[config.mk]
export PLATFORM = sky130hd
export DESIGN_NAME = spi_reg_responder
export DESIGN_NICKNAME = d
export VERILOG_FILES = /design/src/rtl/spi_reg_pkg.sv /design/src/rtl/spi_edge_sync.sv /design/src/rtl/spi_reg_responder.sv
export SDC_FILE = /design/constraint.sdc
export NUM_CORES = 1
export LEC_CHECK = 0
export ABC_AREA = 0
export CAP_MARGIN = 40
export CORE_MARGIN = 4
export CORE_UTILIZATION = 40
export DETAILED_ROUTE_END_ITERATION = 12
export HOLD_SLACK_MARGIN = 0.03
export PLACE_DENSITY = 0.51
export SLEW_MARGIN = 30
export SYNTH_ARGS = -nofsm -noshare
export SYNTH_HDL_FRONTEND = slang
export SYNTH_SLANG_ARGS = --single-unit
[constraint.sdc]
create_clock -name clk -period 13.62 [get_ports clk]
set_clock_uncertainty 0.15 [all_clocks]
set_input_delay 1.362 -clock clk [delete_from_list [all_inputs] [get_ports clk]]
set_output_delay 1.362 -clock clk [all_outputs]
set_load 0.03 [all_outputs]
[src/rtl/spi_reg_pkg.sv]
// Shared FSM state type and frame-layout constants for the SPI register responder.
package spi_reg_pkg;

   typedef enum logic [2:0] {
      IDLE,
      INSTR,
      WDATA,
      RDATA,
      DONE
   } state_t;

   localparam int INSTR_BITS = 16;
   localparam int ADDR_BITS  = 13;
   localparam int RW_BIT     = 15;

endpackage

[src/rtl/spi_edge_sync.sv]
// Multi-flop synchronizer plus history flop; reports rising and falling edges of the
// synchronized level. rst_val sets the idle level the chain resets to.
module spi_edge_sync #(
   parameter int   sync_n  = 2,
   parameter logic rst_val = 1'b0
) (
   input  logic clk,
   input  logic rst,
   input  logic din,
   output logic rise,
   output logic fall
);

   logic [sync_n-1:0] sync_q;
   logic              hist_q;
   logic              level;

   // NOTE: clocked state is always assigned with <= so every flop samples pre-edge values.
   always_ff @(posedge clk or posedge rst) begin
      if (rst) begin
         sync_q <= {sync_n{rst_val}};
         hist_q <= rst_val;
      end else begin
         sync_q <= {sync_q[sync_n-2:0], din};
         hist_q <= sync_q[sync_n-1];
      end
   end

   assign level = sync_q[sync_n-1];
   assign rise  = level & ~hist_q;
   assign fall  = ~level & hist_q;

endmodule

[src/rtl/spi_reg_responder.sv]
// 3-wire SPI register-file target: oversampled CSB/SCLK/SDIO, 16-bit instruction, byte data.
// Define MULTIBYTE_STREAM_EN to continue frames byte after byte with a decrementing address.
module spi_reg_responder
   import spi_reg_pkg::*;
#(
   parameter int aw     = 5,
   parameter int sync_n = 2
) (
   input  logic          clk,
   input  logic          rst,
   input  logic          csb,
   input  logic          sclk,
   input  logic          sdio_in,
   output logic          sdio_out,
   output logic          sdio_oe,
   input  logic [aw-1:0] rd_addr,
   output logic [7:0]    rd_data,
   output logic          wr_strobe,
   output logic [aw-1:0] wr_addr,
   output logic [7:0]    wr_data,
   output logic          busy,
   output logic          frame_err
);

`ifdef MULTIBYTE_STREAM_EN
   localparam bit stream_en = 1'b1;
`else
   localparam bit stream_en = 1'b0;
`endif

   logic sclk_rise, sclk_fall, csb_rise, csb_fall;
   logic [sync_n:0] sdio_sync_q;
   logic            sdio_s;

   state_t                 state_q, state_d;
   logic [3:0]             bit_cnt_q;
   logic [INSTR_BITS-2:0]  instr_q;
   logic [INSTR_BITS-1:0]  instr_next;
   logic [ADDR_BITS-1:0]   addr_q, ld_addr;
   logic [7:0]             data_sr_q, wr_byte, ld_byte;
   logic [7:0]             mem_q [2**aw];
   logic                   addr_ok;

   logic start, instr_shift, wr_shift, commit, rd_present, rd_count, rd_end, err_set;

   spi_edge_sync #(.sync_n(sync_n), .rst_val(1'b0)) u_sclk_sync (
      .clk  (clk),
      .rst  (rst),
      .din  (sclk),
      .rise (sclk_rise),
      .fall (sclk_fall)
   );

   spi_edge_sync #(.sync_n(sync_n), .rst_val(1'b1)) u_csb_sync (
      .clk  (clk),
      .rst  (rst),
      .din  (csb),
      .rise (csb_rise),
      .fall (csb_fall)
   );

   // Data uses the history stage so it is never younger than the detected sclk edge.
   always_ff @(posedge clk or posedge rst) begin
      if (rst) sdio_sync_q <= '0;
      else     sdio_sync_q <= {sdio_sync_q[sync_n-1:0], sdio_in};
   end
   assign sdio_s = sdio_sync_q[sync_n];

   assign instr_next = {instr_q, sdio_s};
   assign wr_byte    = {data_sr_q[6:0], sdio_s};
   assign addr_ok    = (addr_q >> aw) == '0;
   assign ld_addr    = (state_q == INSTR) ? instr_next[ADDR_BITS-1:0] : addr_q - ADDR_BITS'(1);
   assign ld_byte    = ((ld_addr >> aw) == '0) ? mem_q[ld_addr[aw-1:0]] : 8'h00;

   always_ff @(posedge clk or posedge rst) begin
      if (rst) state_q <= IDLE;
      else     state_q <= state_d;
   end

   // NOTE: every combinational output gets a default up front so no path can infer a latch.
   always_comb begin
      state_d     = state_q;
      start       = 1'b0;
      instr_shift = 1'b0;
      wr_shift    = 1'b0;
      commit      = 1'b0;
      rd_present  = 1'b0;
      rd_count    = 1'b0;
      rd_end      = 1'b0;
      err_set     = 1'b0;
      if (csb_rise) begin
         state_d = IDLE;
         err_set = (state_q inside {INSTR, WDATA, RDATA}) && (bit_cnt_q != '0);
      end else begin
         case (state_q)
            IDLE: begin
               if (csb_fall) begin
                  state_d = INSTR;
                  start   = 1'b1;
               end
            end
            INSTR: begin
               if (sclk_rise) begin
                  instr_shift = 1'b1;
                  if (bit_cnt_q == 4'(INSTR_BITS - 1))
                     state_d = instr_next[RW_BIT] ? RDATA : WDATA;
               end
            end
            WDATA: begin
               if (sclk_rise) begin
                  wr_shift = 1'b1;
                  if (bit_cnt_q == 4'd7) begin
                     commit  = 1'b1;
                     state_d = stream_en ? WDATA : DONE;
                  end
               end
            end
            RDATA: begin
               if (sclk_rise) begin
                  rd_count = 1'b1;
                  if (bit_cnt_q == 4'd7) begin
                     rd_end  = 1'b1;
                     state_d = stream_en ? RDATA : DONE;
                  end
               end else if (sclk_fall) begin
                  rd_present = 1'b1;
               end
            end
            DONE:    ;
            default: state_d = IDLE;
         endcase
      end
   end

   // NOTE: the register file is built from resettable flops because rst must clear it.
   always_ff @(posedge clk or posedge rst) begin
      if (rst) begin
         bit_cnt_q <= '0;
         instr_q   <= '0;
         addr_q    <= '0;
         data_sr_q <= '0;
         sdio_oe   <= 1'b0;
         sdio_out  <= 1'b0;
         wr_strobe <= 1'b0;
         wr_addr   <= '0;
         wr_data   <= '0;
         busy      <= 1'b0;
         frame_err <= 1'b0;
         for (int i = 0; i < 2**aw; i++) mem_q[i] <= 8'h00;
      end else begin
         wr_strobe <= 1'b0;
         if (csb_fall)      busy <= 1'b1;
         else if (csb_rise) busy <= 1'b0;
         if (csb_rise) begin
            sdio_oe  <= 1'b0;
            sdio_out <= 1'b0;
         end
         if (err_set) frame_err <= 1'b1;
         if (start) begin
            bit_cnt_q <= '0;
            frame_err <= 1'b0;
         end
         // The 4-bit counter wraps 15 -> 0 exactly as the instruction completes.
         if (instr_shift) begin
            instr_q   <= instr_next[INSTR_BITS-2:0];
            bit_cnt_q <= bit_cnt_q + 4'd1;
            if (bit_cnt_q == 4'(INSTR_BITS - 1)) begin
               addr_q    <= instr_next[ADDR_BITS-1:0];
               data_sr_q <= ld_byte;
            end
         end
         if (wr_shift) begin
            data_sr_q <= wr_byte;
            bit_cnt_q <= bit_cnt_q + 4'd1;
         end
         if (commit) begin
            bit_cnt_q <= '0;
            if (addr_ok) begin
               mem_q[addr_q[aw-1:0]] <= wr_byte;
               wr_strobe             <= 1'b1;
               wr_addr               <= addr_q[aw-1:0];
               wr_data               <= wr_byte;
            end
            if (stream_en) addr_q <= addr_q - ADDR_BITS'(1);
         end
         if (rd_present) begin
            sdio_oe   <= 1'b1;
            sdio_out  <= data_sr_q[7];
            data_sr_q <= {data_sr_q[6:0], 1'b0};
         end
         if (rd_count) bit_cnt_q <= bit_cnt_q + 4'd1;
         if (rd_end) begin
            bit_cnt_q <= '0;
            if (stream_en) begin
               addr_q    <= ld_addr;
               data_sr_q <= ld_byte;
            end else begin
               sdio_oe  <= 1'b0;
               sdio_out <= 1'b0;
            end
         end
      end
   end

   always_ff @(posedge clk or posedge rst) begin
      if (rst) rd_data <= 8'h00;
      else     rd_data <= mem_q[rd_addr];
   end

endmodule

**Word-level counts from Yosys, hierarchy flattened**

Cells that the tools add are included.

- Register bits after elaboration: 334
- Input bits: 10
- Output and inout bits: 26
- Logic and storage cells: 157

- Add/sub/neg operators: 2
- $lt $le $gt $ge: 4
- Equal/unequal tests: 12
- Muxes and demuxes: 60
- Bitwise logic cells: 11
- Reduce and logical (&&, ||, !) cells: 18

Operators with widths:

| cell | number |
|---|---|
| 256-bit bitwise mux | 1 |
| 8-bit binary-select mux with 5-bit select | 2 |
| 8-bit two-way mux | 10 |
| 8-bit demux with 5-bit select | 1 |
| 1-bit two-way mux | 32 |
| 13-bit zero test | 2 |
| 4-bit two-way mux | 6 |
| 6-bit >= comparator, second input constant | 3 |
| 3-bit two-way mux | 6 |
| 5-bit inverter with 6-bit output | 3 |
| 13-bit two-way mux | 1 |
| 13-bit by 1-bit subtractor with 13-bit output, second input constant | 1 |
| 3-bit case mux with 4 select lines | 1 |
| 3-bit nonzero test | 4 |
| 3-bit by 2-bit equality test with 1-bit output, second input constant | 2 |
| 6-bit by 1-bit < comparator with 1-bit output, second input constant | 1 |
| 3-bit by 1-bit inequality test with 1-bit output, second input constant | 2 |
| 3-bit inequality test, second input constant | 2 |
| 2-bit AND reduction | 3 |
| 6-bit AND reduction | 1 |
| 6-bit nonzero test | 1 |
| 4-bit by 1-bit adder with 4-bit output, second input constant | 1 |
| 1-bit bitwise AND | 4 |
| 4-bit by 3-bit equality test with 1-bit output, second input constant | 1 |
| 11 further kinds | 16 |

**Logic depth before layout (Yosys ltp)**

Gate-level depths: netlist (run 1).

- Depth in word-level cells: 11
- Depth in mapped cells: 12
- Depth with buffers taken out: 9

**Modules after synthesis**

A second synthesis (run 1) with hierarchy kept.

- Cell total of the unflattened synthesis: 1281
- Area total of the unflattened synthesis: 17433.0 um2

Modules (own cells, without submodules):

| module | instances | cells an instance | area each (um2) | sequential area each (um2) |
|---|---|---|---|---|
| spi_reg_responder | 1 | 1269 | 17241.5 | 8207.9 |
| spi_edge_sync at u_csb_sync | 1 | 6 | 97.6 | 78.8 |
| spi_edge_sync at u_sclk_sync | 1 | 6 | 93.8 | 75.1 |

**Least setup slack after synthesis (run 1)**

No wires, ideal clock.

- Path type: input-to-reg
- From: in rd_addr[0]
- To: reg rd_data[0]
- Library setup time: 0.125 ns
- Arrival time: 3.547 ns
- Data required time: 13.345 ns
- Setup slack: 9.799 ns
- Cell stages on the path: 5
- Buffers on the path: 2
- Path through: clkbuf_1 -> buf_1 -> mux4_2 -> mux4_2 -> mux2_2

- Longest elaborated chain between the ends: 4

RTL lines:

| item | RTL line | text |
|---|---|---|
| start: declaration | spi_reg_responder.sv:16 | `input logic [aw-1:0] rd_addr,` |
| 5-bit inverter with 6-bit output (implied by the code) | spi_reg_responder.sv:207 | `else rd_data <= mem_q[rd_addr];` |
| 8-bit binary-select mux with 5-bit select | spi_reg_responder.sv:207 |  |
| 8-bit two-way mux (implied by the code) (2 in series) | spi_reg_responder.sv:207 |  |
| end signal: assignment | spi_reg_responder.sv:207 |  |
| end: declaration | spi_reg_responder.sv:17 | `output logic [7:0] rd_data,` |

Every way passes these cells. The select of a mux whose other input is x is not followed.
A chain may end at the register's enable or synchronous reset.

**Worst setup path in the final report (run 1)**

- From: reg addr_q[0]
- To: reg data_sr_q[5]

- Longest elaborated chain between the ends: 11
- Elaborated cells between the ends (all ways): 12
- Those cells by class: add/sub (1); mux (9); bitwise (1); reduce/logical (1)

RTL lines:

| item | RTL line | text |
|---|---|---|
| start: declaration | spi_reg_responder.sv:39 | `logic [ADDR_BITS-1:0] addr_q, ld_addr;` |
| start signal: assignment | spi_reg_responder.sv:168 | `addr_q <= instr_next[ADDR_BITS-1:0];` |
| start signal: assignment | spi_reg_responder.sv:184 | `if (stream_en) addr_q <= addr_q - ADDR_BITS'(1);` |
| start signal: assignment | spi_reg_responder.sv:195 | `addr_q <= ld_addr;` |
| 13-bit by 1-bit subtractor with 13-bit output (*) | spi_reg_responder.sv:72 | `assign ld_addr = (state_q == INSTR) ? instr_next[ADDR_BITS-1:0] : addr_q - ADDR_BITS'(1);` |
| 13-bit two-way mux (*) | spi_reg_responder.sv:72 |  |
| 5-bit inverter with 6-bit output (implied by the code) | spi_reg_responder.sv:73 | `assign ld_byte = ((ld_addr >> aw) == '0) ? mem_q[ld_addr[aw-1:0]] : 8'h00;` |
| 8-bit binary-select mux with 5-bit select | spi_reg_responder.sv:73 |  |
| 8-bit two-way mux (implied by the code) (2 in series) | spi_reg_responder.sv:73 |  |
| 8-bit two-way mux (*) | spi_reg_responder.sv:73 |  |
| 8-bit two-way mux (*) | spi_reg_responder.sv:167 | `if (bit_cnt_q == 4'(INSTR_BITS - 1)) begin` |
| 8-bit two-way mux (*) | spi_reg_responder.sv:164 | `if (instr_shift) begin` |
| 8-bit two-way mux (*) | spi_reg_responder.sv:172 | `if (wr_shift) begin` |
| 8-bit two-way mux (*) | spi_reg_responder.sv:186 | `if (rd_present) begin` |
| end signal: assignment | spi_reg_responder.sv:169 | `data_sr_q <= ld_byte;` |
| end signal: assignment | spi_reg_responder.sv:173 | `data_sr_q <= wr_byte;` |
| end signal: assignment | spi_reg_responder.sv:189 | `data_sr_q <= {data_sr_q[6:0], 1'b0};` |
| end: declaration | spi_reg_responder.sv:40 | `logic [7:0] data_sr_q, wr_byte, ld_byte;` |

Every way passes the cells marked *; elsewhere a longest branch is shown, timed or not. The select of a mux whose other input is x is not followed.

==> flow_summary.yaml, run 1 <==
finish:
  fill_cells: 3930
  drive_above_1_share_pct: 37.3
  finalNetCount: 1369
  area_growth_pct: 13.4
  antenna_cells: 0
logic_synthesis:
  syn-num-nets: 1361
  synthMuxAreaShare_pct: 34.9
  async_reset_ff_share_pct: 100
  mappedNetlistArea_um2: 17600
  ys_warn_count: 0
  synthCells: 1343
  synth_xor_area_share_pct: 0.0997
  seq_area_frac_synth_pct: 47.6
  synth_top_family_by_area: "multiplexers"
  synth_flop_cell: "dfrtp_1"
  synth_cell_types: 63
  synth-compound-area-share_pct: 5.09
  yosys.area_share.simple_pct: 8.97
  yosys.area_share.adder_pct: 0.570
  synth_edf_count: 0
  ys_seq_elements: 334
  avgSynthCellArea_um2: 13.1
clock_tree:
  path_clk_slew_ns: 0.06
  clock_latency_ns: 0.57
  cts_max_path_buffers: 3
  cts_resized: 0
  postCtsSetupBuffers: 0
  cts_tree: "built"
  root_buffer: "clkbuf_16"
  cts_inserted_buffers: 40
  htreeDepth: 2
  holdBufCountCts: 0
  cts_sinks: 334
floorplan:
  fp.dieH_um: 218
  initial_core_util_pct: 40.6
  die-width_um: 218
  num_rows: 76
  fp.dieArea_um2: 47300
  core_area_um2: 43300
  io-pin-count: 36
power_and_ir_drop:
  internal-power_w: 0.00177
  netSwitchingFraction_pct: 27.1
  power.leakage_nw: 8.86
  power_frac_comb_pct: 12.3
  pwr-share-seq_pct: 42.5
  p_clk_share_pct: 45.2
  power_density_nw_per_um2: 121
  switching_power_w: 0.000655
  ir_drop_mv: 0.138
detailed_routing:
  drtIter0Drc: 971
  final_antenna_net_count: 0
  vias_per_cell: 5.87
  drc_errors: 0
  wl_mm: 51.3
  vias: 11600
  dr.pass1.iters: 5
  wl_per_cell_um: 26.1
worst_setup_path:
  path_max_fanout: 58
  cp.required_ns: 13.91
  worst_setup_path_start_kind: "register"
  arrival_ns: 4.56
  end_kind: "register"
  critPathKind: "reg2reg"
  crit_chain: "inv_1 > ha_1 > a21o_4 > buf_4 > mux2i_1 > a32oi_1 > a31oi_1 > a311oi_1 > or3_1"
  cpPeakStageDelay_ns: 0.77
  startpoint: "addr_q[0]"
  cpMaxStageDelayCell: "buf_4"
  rr_startpoint: "addr_q[0]"
sta:
  hold_viol: 0
  hold_ws_ns: 0.202
  setup_violations: 0
  fmax_ghz: 0.234
  maxSlewViolCount: 0
  worst_pin_slew_ns: 0.904
  relSlewSlack_pct: 39.5
  rsz0062_at_grt: "false"
  fin_crit_ns: 4.26
  period_share_pct: 31.3
  tns_ns: 0
placement:
  io_buffer_count: 35
  gp_congestion: 0.801
  hpwl_mm: 31.9
global_route:
  grtUsageTotal_pct: 22.2
  antenna_found_initial: 1
  grt_pass1_vias: 12000
  overflow: 0
  grt_max_degree: 114
  grt_pass1_wl_mm: 79.8
worst_hold_path:
  hold_start: "u_sclk_sync.sync_q[0]"
  holdCritPathClass: "reg2reg"
run:
  maxCapViolCount: 0
outcome:
  status: "complete, no violations"
[synth_stat cells, types with 3 or more instances]
| cell type | count | area [µm²] |
|---|---|---|
| mux2i_1 | 82 | 821 |
| nor4_1 | 6 | 37.5 |
| mux4_2 | 94 | 2120 |
| buf_1 | 12 | 45.0 |
| buf_2 | 20 | 100 |
| mux2_1 | 6 | 67.6 |
| a311oi_1 | 19 | 166 |
| dfrtp_1 | 331 | 8280 |
| nand3_2 | 4 | 40.0 |
| clkbuf_1 | 64 | 240 |
| and3_1 | 3 | 18.8 |
| o31ai_1 | 4 | 30.0 |
| inv_1 | 20 | 75.1 |
| nand3_1 | 21 | 105 |
| mux2_2 | 274 | 3090 |
| nor3_1 | 7 | 35.0 |
| a21oi_1 | 4 | 20.0 |
| nor2_2 | 4 | 25.0 |
| nand4_1 | 5 | 31.3 |
| or4_1 | 4 | 30.0 |
| a32oi_1 | 5 | 43.8 |
| nand3b_1 | 4 | 30.0 |
| or3_1 | 9 | 56.3 |
| dfstp_2 | 3 | 78.8 |
| a211o_1 | 3 | 26.3 |
| a31oi_1 | 6 | 37.5 |
| o21ai_0 | 28 | 140 |
| nand2_1 | 164 | 616 |
| and2_1 | 4 | 25.0 |
| o21ai_1 | 4 | 20.0 |
| nor2_4 | 24 | 270 |
| nor2_1 | 17 | 63.8 |
| ha_1 | 8 | 100 |
| nor4b_1 | 3 | 26.3 |
| a211oi_1 | 37 | 278 |
[cells by family (layout without fill, tap and decap cells)]
group | count (synthesis) | after routing
flops | 334 | 334
buf+inv | 118 | 157
simple gates | 297 | 297
compound gates | 126 | 126
xor+xnor | 2 | 2
mux | 458 | 458
fa+ha+maj | 8 | 8
[metal layers]
layer	vias to the layer above	GRT usage (%)	share of wire, %
li1	5033	-	-
met1	6096	32.9	47
met2	328	32.7	44
met3	96	4.21	5.6
met4	2	8.08	3.4
met5	-	0	0.014
[area by class of cell]
type / instances / area (µm²) / area share (%)
clock inverter: 11 / 144 / 0.722
clock buffer: 62 / 1200 / 6.00
sequential: 334 / 8360 / 42.0
inverter: 20 / 82.6 / 0.415
tap: 585 / 732 / 3.67
timing repair buffer: 64 / 632 / 3.17
multi-input combinational: 891 / 8770 / 44.0
[placed cells by master (no fill, tap or decap), types with 7 or more instances in the layout]
master           count
nor2_4              24
buf_4               24
mux2_2             274
nor3_1               7
clkbuf_8             7
ha_1                 8
nor2_1              17
o21ai_0             28
nand2_1            164
nand3_1             21
mux2i_1             81
clkbuf_1            13
clkbuf_16           42
clkdlybuf4s50_1     33
a311oi_1            19
or3_1                9
dfrtp_1            329
mux4_2              94
inv_1               19
a211oi_1            37
[flip-flops by register name (all words and copies together) (netlist names), 2 cells and up]
name                count
mem_q                 256
instr_q                15
addr_q                 13
data_sr_q               8
rd_data                 8
wr_data                 8
wr_addr                 5
bit_cnt_q               4
sdio_sync_q             3
state_q                 3
u_csb_sync.sync_q       2
u_sclk_sync.sync_q      2
[through the flow]
stage / instances / setup WS, ns / instance area, µm² / util (%) / power, W
after CTS: 1966 / 9.39 / 19900 / 46.0 / 0.00245
after global routing: 1967 / 9.16 / 19900 / 46.0 / 0.00251
after detailed placement: 1893 / 9.34 / 18600 / 42.9 / 0.00134
after floorplan: 1343 / 2.86 / 17600 / - / 0.00124
final: 1967 / 9.36 / 19900 / 46.0 / 0.00242
after global placement: 1889 / 8.86 / 18500 / 42.7 / 0.00134
[worst max-delay path, delay by kind of cell (launching register included)]
family                   cells  cell delay (ns)
AND/OR/NAND/NOR              1             0.37
adder cells (fa/ha/maj)      1             0.72
buffers and inverters        2             0.96
flip-flops                   1             0.56
AO/OA/AOI/OAI                4             1.06
multiplexers                 1             0.30
[power groups by stage]
stage | logic, W | registers [W] | clock network [W]
2_1_floorplan | 0.000196 | 0.00104 | 0
5_1_grt | 0.000317 | 0.00103 | 0.00116
3_3_place_gp | 0.000292 | 0.00105 | 0
3_5_place_dp | 0.000295 | 0.00105 | 0
6_report | 0.000297 | 0.00103 | 0.00109
4_1_cts | 0.000296 | 0.00103 | 0.00112
[path summary, 6_finish.rpt]
path / slack (ns) / end / cells after the start
setup / recovery: 9.36 / data_sr_q[5] / 9
hold / removal: 0.20 / u_sclk_sync.sync_q[1] / 0
setup reg to reg: 9.36 / data_sr_q[5] / 9
hold reg to reg: 0.20 / u_sclk_sync.sync_q[1] / 0
max in group asynchronous: 10.06 / mem_q[195] / 6
min in group asynchronous: 1.00 / bit_cnt_q[2] / 2
Power figures use the tool's default switching activity.
==> inputs of run 2 (changes only) <==
Clock period 13.62 ns to 4.1 ns, I/O delays scaled along.
==> run 2 against run 1 <==
Against the previous run:
- sequential power increased to 3.3 times the previous value
- die area is the same
- wire length down 0.17%
- core utilization increased by 0.91 points
- design area rose by 2.0%
- flip-flop and latch count unchanged
- global-route usage is 0.36 points lower
- largest power group unchanged
==> flow_summary.yaml, run 2 (same netlist as run 1, synthesis figures left out) <==
floorplan:
  io-pin-count: 36
  initial_core_util_pct: 40.6
  fp.dieH_um: 218
  fp.dieArea_um2: 47300
  num_rows: 76
  core_area_um2: 43300
  die-width_um: 218
placement:
  hpwl_mm: 34.3
  io_buffer_count: 35
  gp_congestion: 0.812
  placed_area_um2: 18900
global_route:
  use_met2_pct: 34.8
  grt_max_degree: 112
  met1_usage_pct: 31.8
  grt.met3_usage_pct: 3.33
  grt_pass1_wl_mm: 78.5
  busiest_layer: "met2"
  overflow: 0
  grtUsageTotal_pct: 21.9
  grt_pass1_vias: 11900
  antenna_found_initial: 1
worst_setup_path:
  cp.required_ns: 4.38
  end_kind: "register"
  critPathKind: "reg2reg"
  reg2reg_to: "mem_q[48]"
  ff2ff_setup_slack_ns: 0.19
  startpoint: "u_csb_sync.hist_q"
  rr_startpoint: "u_csb_sync.hist_q"
  arrival_ns: 4.19
  path_max_fanout: 8
  worst_setup_path_start_kind: "register"
  reg2reg_depth: 8
sta:
  relSlewSlack_pct: 47.4
  fin_crit_ns: 3.91
  fmax_ghz: 0.256
  worst_pin_slew_ns: 0.790
  maxSlewViolCount: 0
  setup_violations: 0
  rsz0062_at_grt: "false"
  hold_viol: 0
  period_share_pct: 95.3
clock_tree:
  path_clk_slew_ns: 0.06
  cts_inserted_buffers: 40
  postCtsSetupBuffers: 0
  clock_latency_ns: 0.56
  cts_sinks: 334
  root_buffer: "clkbuf_16"
  cts_tree: "built"
  cts_max_path_buffers: 3
  cts_resized: 0
  holdBufCountCts: 0
  htreeDepth: 2
detailed_routing:
  dr.pass1.iters: 5
  drc_errors: 0
  wl_mm: 51.3
  wl_per_cell_um: 25.6
  drtIter0Drc: 818
  final_antenna_net_count: 0
  vias: 11500
  vias_per_cell: 5.73
finish:
  fin_util_pct: 47.0
  multi_input_area_um2: 8770
  final_cell_mix: "330 x dfrtp_1, 274 x mux2_2, 164 x nand2_1, 94 x mux4_2, 81 x mux2i_1"
  mostFrequentLayoutCell: "dfrtp_1"
  top_regs: "mem_q: 256 flops, instr_q: 15 flops, addr_q: 13 flops"
  regMostFlops: "mem_q"
  area_growth_pct: 15.6
  fin_area_um2: 20300
  antenna_cells: 0
  fill_cells: 3902
  drive_above_1_share_pct: 39.1
  finalNetCount: 1402
  seq_area_um2: 8360
  largest_reg_flops: 256
run:
  maxCapViolCount: 0
outcome:
  status: "complete, no violations"
power_and_ir_drop:
  power.leakage_nw: 9.08
  internal-power_w: 0.00610
  ir_drop_mv: 0.432
  power_frac_comb_pct: 13.0
  power_density_nw_per_um2: 410
  switching_power_w: 0.00223
  netSwitchingFraction_pct: 26.8
  p_clk_share_pct: 45.7
  pwr-share-seq_pct: 41.3
worst_hold_path:
  holdCritPathClass: "in2async"
## run 2: worst max-delay path, cell delays in order, from the launching register on
cell	delay (ns)
dfstp_2	0.52
inv_1	0.04
ha_1	0.20
or4b_4	0.57
or3b_4	0.44
nor4_4	0.57
nand2_2	0.39
nor2_2	0.51
mux2_2	0.40
## run 2: final cells by class
class,count,area share [%]
well taps,585,3.60
flip-flops and latches,334,41.2
repair buffers,97,4.71
inverters,20,0.388
clock buffers,59,5.93
clock inverters,14,1.04
multi-input cells,891,43.2
## run 2: power groups by stage
| stage | combinational [W] | sequential, W | clock [W] |
|---|---|---|---|
| 6_report | 0.00108 | 0.00344 | 0.00380 |
| 2_1_floorplan | 0.000651 | 0.00346 | 0 |
| 3_3_place_gp | 0.00106 | 0.00350 | 0 |
| 3_5_place_dp | 0.00108 | 0.00350 | 0 |
| 5_1_grt | 0.00115 | 0.00345 | 0.00404 |
| 4_1_cts | 0.00109 | 0.00344 | 0.00390 |
## run 2: routing by layer
metal / vias up / share of wire, %
met2: 227 / 47
met3: 68 / 4.2
met1: 6079 / 47
met5: - / 0.025
met4: 2 / 2.0
li1: 5092 / -
## run 2: stage by stage
stage	setup WS (ns)	power (W)	hold WS, ns	TNS (ns)	std cells
after floorplan	-0.920	0.00411	0.181	-304.58	1343
after global placement	0.263	0.00456	0.183	0	1926
after detailed placement	0.191	0.00459	0.185	0	1927
after CTS	0.186	0.00843	0.0644	0	2000
after global routing	0.0476	0.00864	0.0977	0	2000
final	0.193	0.00833	0.0777	0	2000
## run 2: worst max-delay path by stage
stage / endpoint / slack [ns] / depth (start not counted)
after global routing: mem_q[54] / 0.05 / 8
after CTS: mem_q[48] / 0.19 / 8
after floorplan: addr_q[0] / -0.92 / 1
final: mem_q[48] / 0.19 / 8
after global placement: mem_q[52] / 0.26 / 8
after detailed placement: mem_q[41] / 0.19 / 8
==> inputs of run 3 (changes only) <==
Settings changed: CTS_CLUSTER_DIAMETER from default to 30.
==> run 3 against run 2 <==
Against the previous run:
- clock power is 98% higher
- core utilization up 4.4 points
- wire length is 2.5% higher
- combinational power hardly changed
- worst setup slack worse by 0.0043 ns
- design area grew 9.4%
- count of clock-buffer cells in the layout increased by 68
- sequential share of layout area down 3.5 points
- via count grew 4.4%
- critical endpoint is now mem_q[52]
- largest cell class unchanged
==> flow_summary.yaml, run 3 (same netlist as run 1, synthesis figures left out) <==
clock_tree:
  cts_tree: "built"
  cts_max_path_buffers: 3
  path_clk_slew_ns: 0.04
  cts_resized: 0
  cts_sinks: 334
  clock_latency_ns: 0.62
  htreeDepth: 3
  root_buffer: "clkbuf_16"
  postCtsSetupBuffers: 0
  cts_inserted_buffers: 94
detailed_routing:
  wl_mm: 52.5
  drtIter0Drc: 820
  drc_errors: 0
  vias_per_cell: 5.70
  dr.pass1.iters: 5
  final_antenna_net_count: 0
  vias: 12000
  wl_per_cell_um: 25.0
sta:
  hold_ws_ns: 0.0606
  fin_crit_ns: 3.91
  fmax_ghz: 0.256
  maxSlewViolCount: 0
  worst_pin_slew_ns: 0.790
  relSlewSlack_pct: 47.4
  setup_violations: 0
  period_share_pct: 95.4
  rsz0062_at_grt: "false"
  hold_viol: 0
worst_setup_path:
  critPathKind: "reg2reg"
  cp.required_ns: 4.44
  worst_setup_path_start_kind: "register"
  arrival_ns: 4.25
  end_kind: "register"
  crit_chain: "inv_1 > ha_1 > or4b_4 > or3b_4 > nor4_4 > nand2_2 > nor2_2 > mux2_2"
  cpPeakStageDelay_ns: 0.57
  cpMaxStageDelayCell: "or4b_4"
  startpoint: "u_csb_sync.hist_q"
  crit_family: "simple AND/OR/NAND/NOR gates"
  path_max_fanout: 8
  critical_path_buf_inv_count: 1
  rr_startpoint: "u_csb_sync.hist_q"
power_and_ir_drop:
  internal-power_w: 0.00914
  power.leakage_nw: 10.0
  power_frac_comb_pct: 9.0
  ir_drop_mv: 0.315
  pwr-share-seq_pct: 28.6
  power_density_nw_per_um2: 543
  netSwitchingFraction_pct: 24.3
  p_clk_share_pct: 62.4
  switching_power_w: 0.00294
floorplan:
  die-width_um: 218
  fp.dieH_um: 218
  io-pin-count: 36
  num_rows: 76
  fp.dieArea_um2: 47300
  core_area_um2: 43300
  initial_core_util_pct: 40.6
global_route:
  antenna_found_initial: 0
  grtUsageTotal_pct: 22.5
  grt_max_degree: 112
  grt_pass1_vias: 12500
  grt_pass1_wl_mm: 80.7
  overflow: 0
outcome:
  status: "complete, no violations"
placement:
  io_buffer_count: 35
  gp_congestion: 0.812
  hpwl_mm: 34.3
  dp.cells: 1927
finish:
  final_cell_mix: "330 x dfrtp_1, 274 x mux2_2, 164 x nand2_1, 94 x mux4_2, 94 x clkbuf_16"
  drive_above_1_share_pct: 42.5
  fin_util_pct: 51.4
  top_regs: "mem_q: 256 flops, instr_q: 15 flops, addr_q: 13 flops"
  mostFrequentLayoutCell: "dfrtp_1"
  largest_reg_flops: 256
  fin_cells: 2098
  finalNetCount: 1457
  fill_cells: 3714
  area_growth_pct: 26.5
  regMostFlops: "mem_q"
worst_hold_path:
  holdCritPathClass: "in2reg"
  hold_start: "csb"
run:
  maxCapViolCount: 0
## run 3: cell types whose count changed in the layout (fill, tap and decap cells not counted), sizes merged
cell         delta
clkinv         +15
clkinvlp        +2
dlygate4sd3     +1
diode           +1
clkbuf         +68
inv             +2
bufinv          +9
## run 3: layout make-up
| type | count | area [µm²] | area share (%) |
|---|---|---|---|
| multi-input combinational | 891 | 8770 | 39.5 |
| sequential | 334 | 8360 | 37.6 |
| clock buffer | 127 | 2670 | 12.0 |
| timing repair buffer | 98 | 966 | 4.35 |
| tap | 585 | 732 | 3.29 |
| clock inverter | 42 | 642 | 2.89 |
| inverter | 20 | 78.8 | 0.355 |
| antenna | 1 | 2.50 | 0.0113 |
## run 3: timing repair
action	in CTS	in global routing
hold endpoints to repair	9	0
hold buffers	1	0
setup endpoints to repair	0	0
## run 3: through the flow
stage,setup WS (ns),total power [W],area (µm²),setup TNS [ns]
6_report,0.188,0.0121,22200,0
5_1_grt,0.0377,0.0125,22200,0
4_1_cts,0.187,0.0122,22200,0
3_5_place_dp,0.191,0.00459,18900,0
3_3_place_gp,0.263,0.00456,18900,0
2_1_floorplan,-0.920,0.00411,17600,-304.58
## run 3: layer usage
layer  global-route usage (%)  routed length (µm)  vias up
li1                         -                   -     5257
met1                     31.7               23700     6303
met2                     35.4               24900      318
met3                     4.36                2650       91
met4                     7.50                1280        0
met5                        0                   0        -
## run 3: final timing paths
| check | end | slack, ns | cells past startpoint |
|---|---|---|---|
| setup / recovery | mem_q[52] | 0.19 | 8 |
| hold / removal | u_csb_sync.sync_q[0] | 0.06 | 1 |
| setup reg to reg | mem_q[52] | 0.19 | 8 |
| hold reg to reg | sdio_sync_q[1] | 0.19 | 0 |
| max in group asynchronous | mem_q[71] | 2.26 | 4 |
| min in group asynchronous | addr_q[7] | 0.58 | 3 |
## run 3: power groups by stage
stage	Combinational [W]	Sequential, W	Clock, W
3_3_place_gp	0.00106	0.00350	0
2_1_floorplan	0.000651	0.00346	0
3_5_place_dp	0.00108	0.00350	0
5_1_grt	0.00115	0.00346	0.00787
6_report	0.00108	0.00346	0.00754
4_1_cts	0.00109	0.00346	0.00766
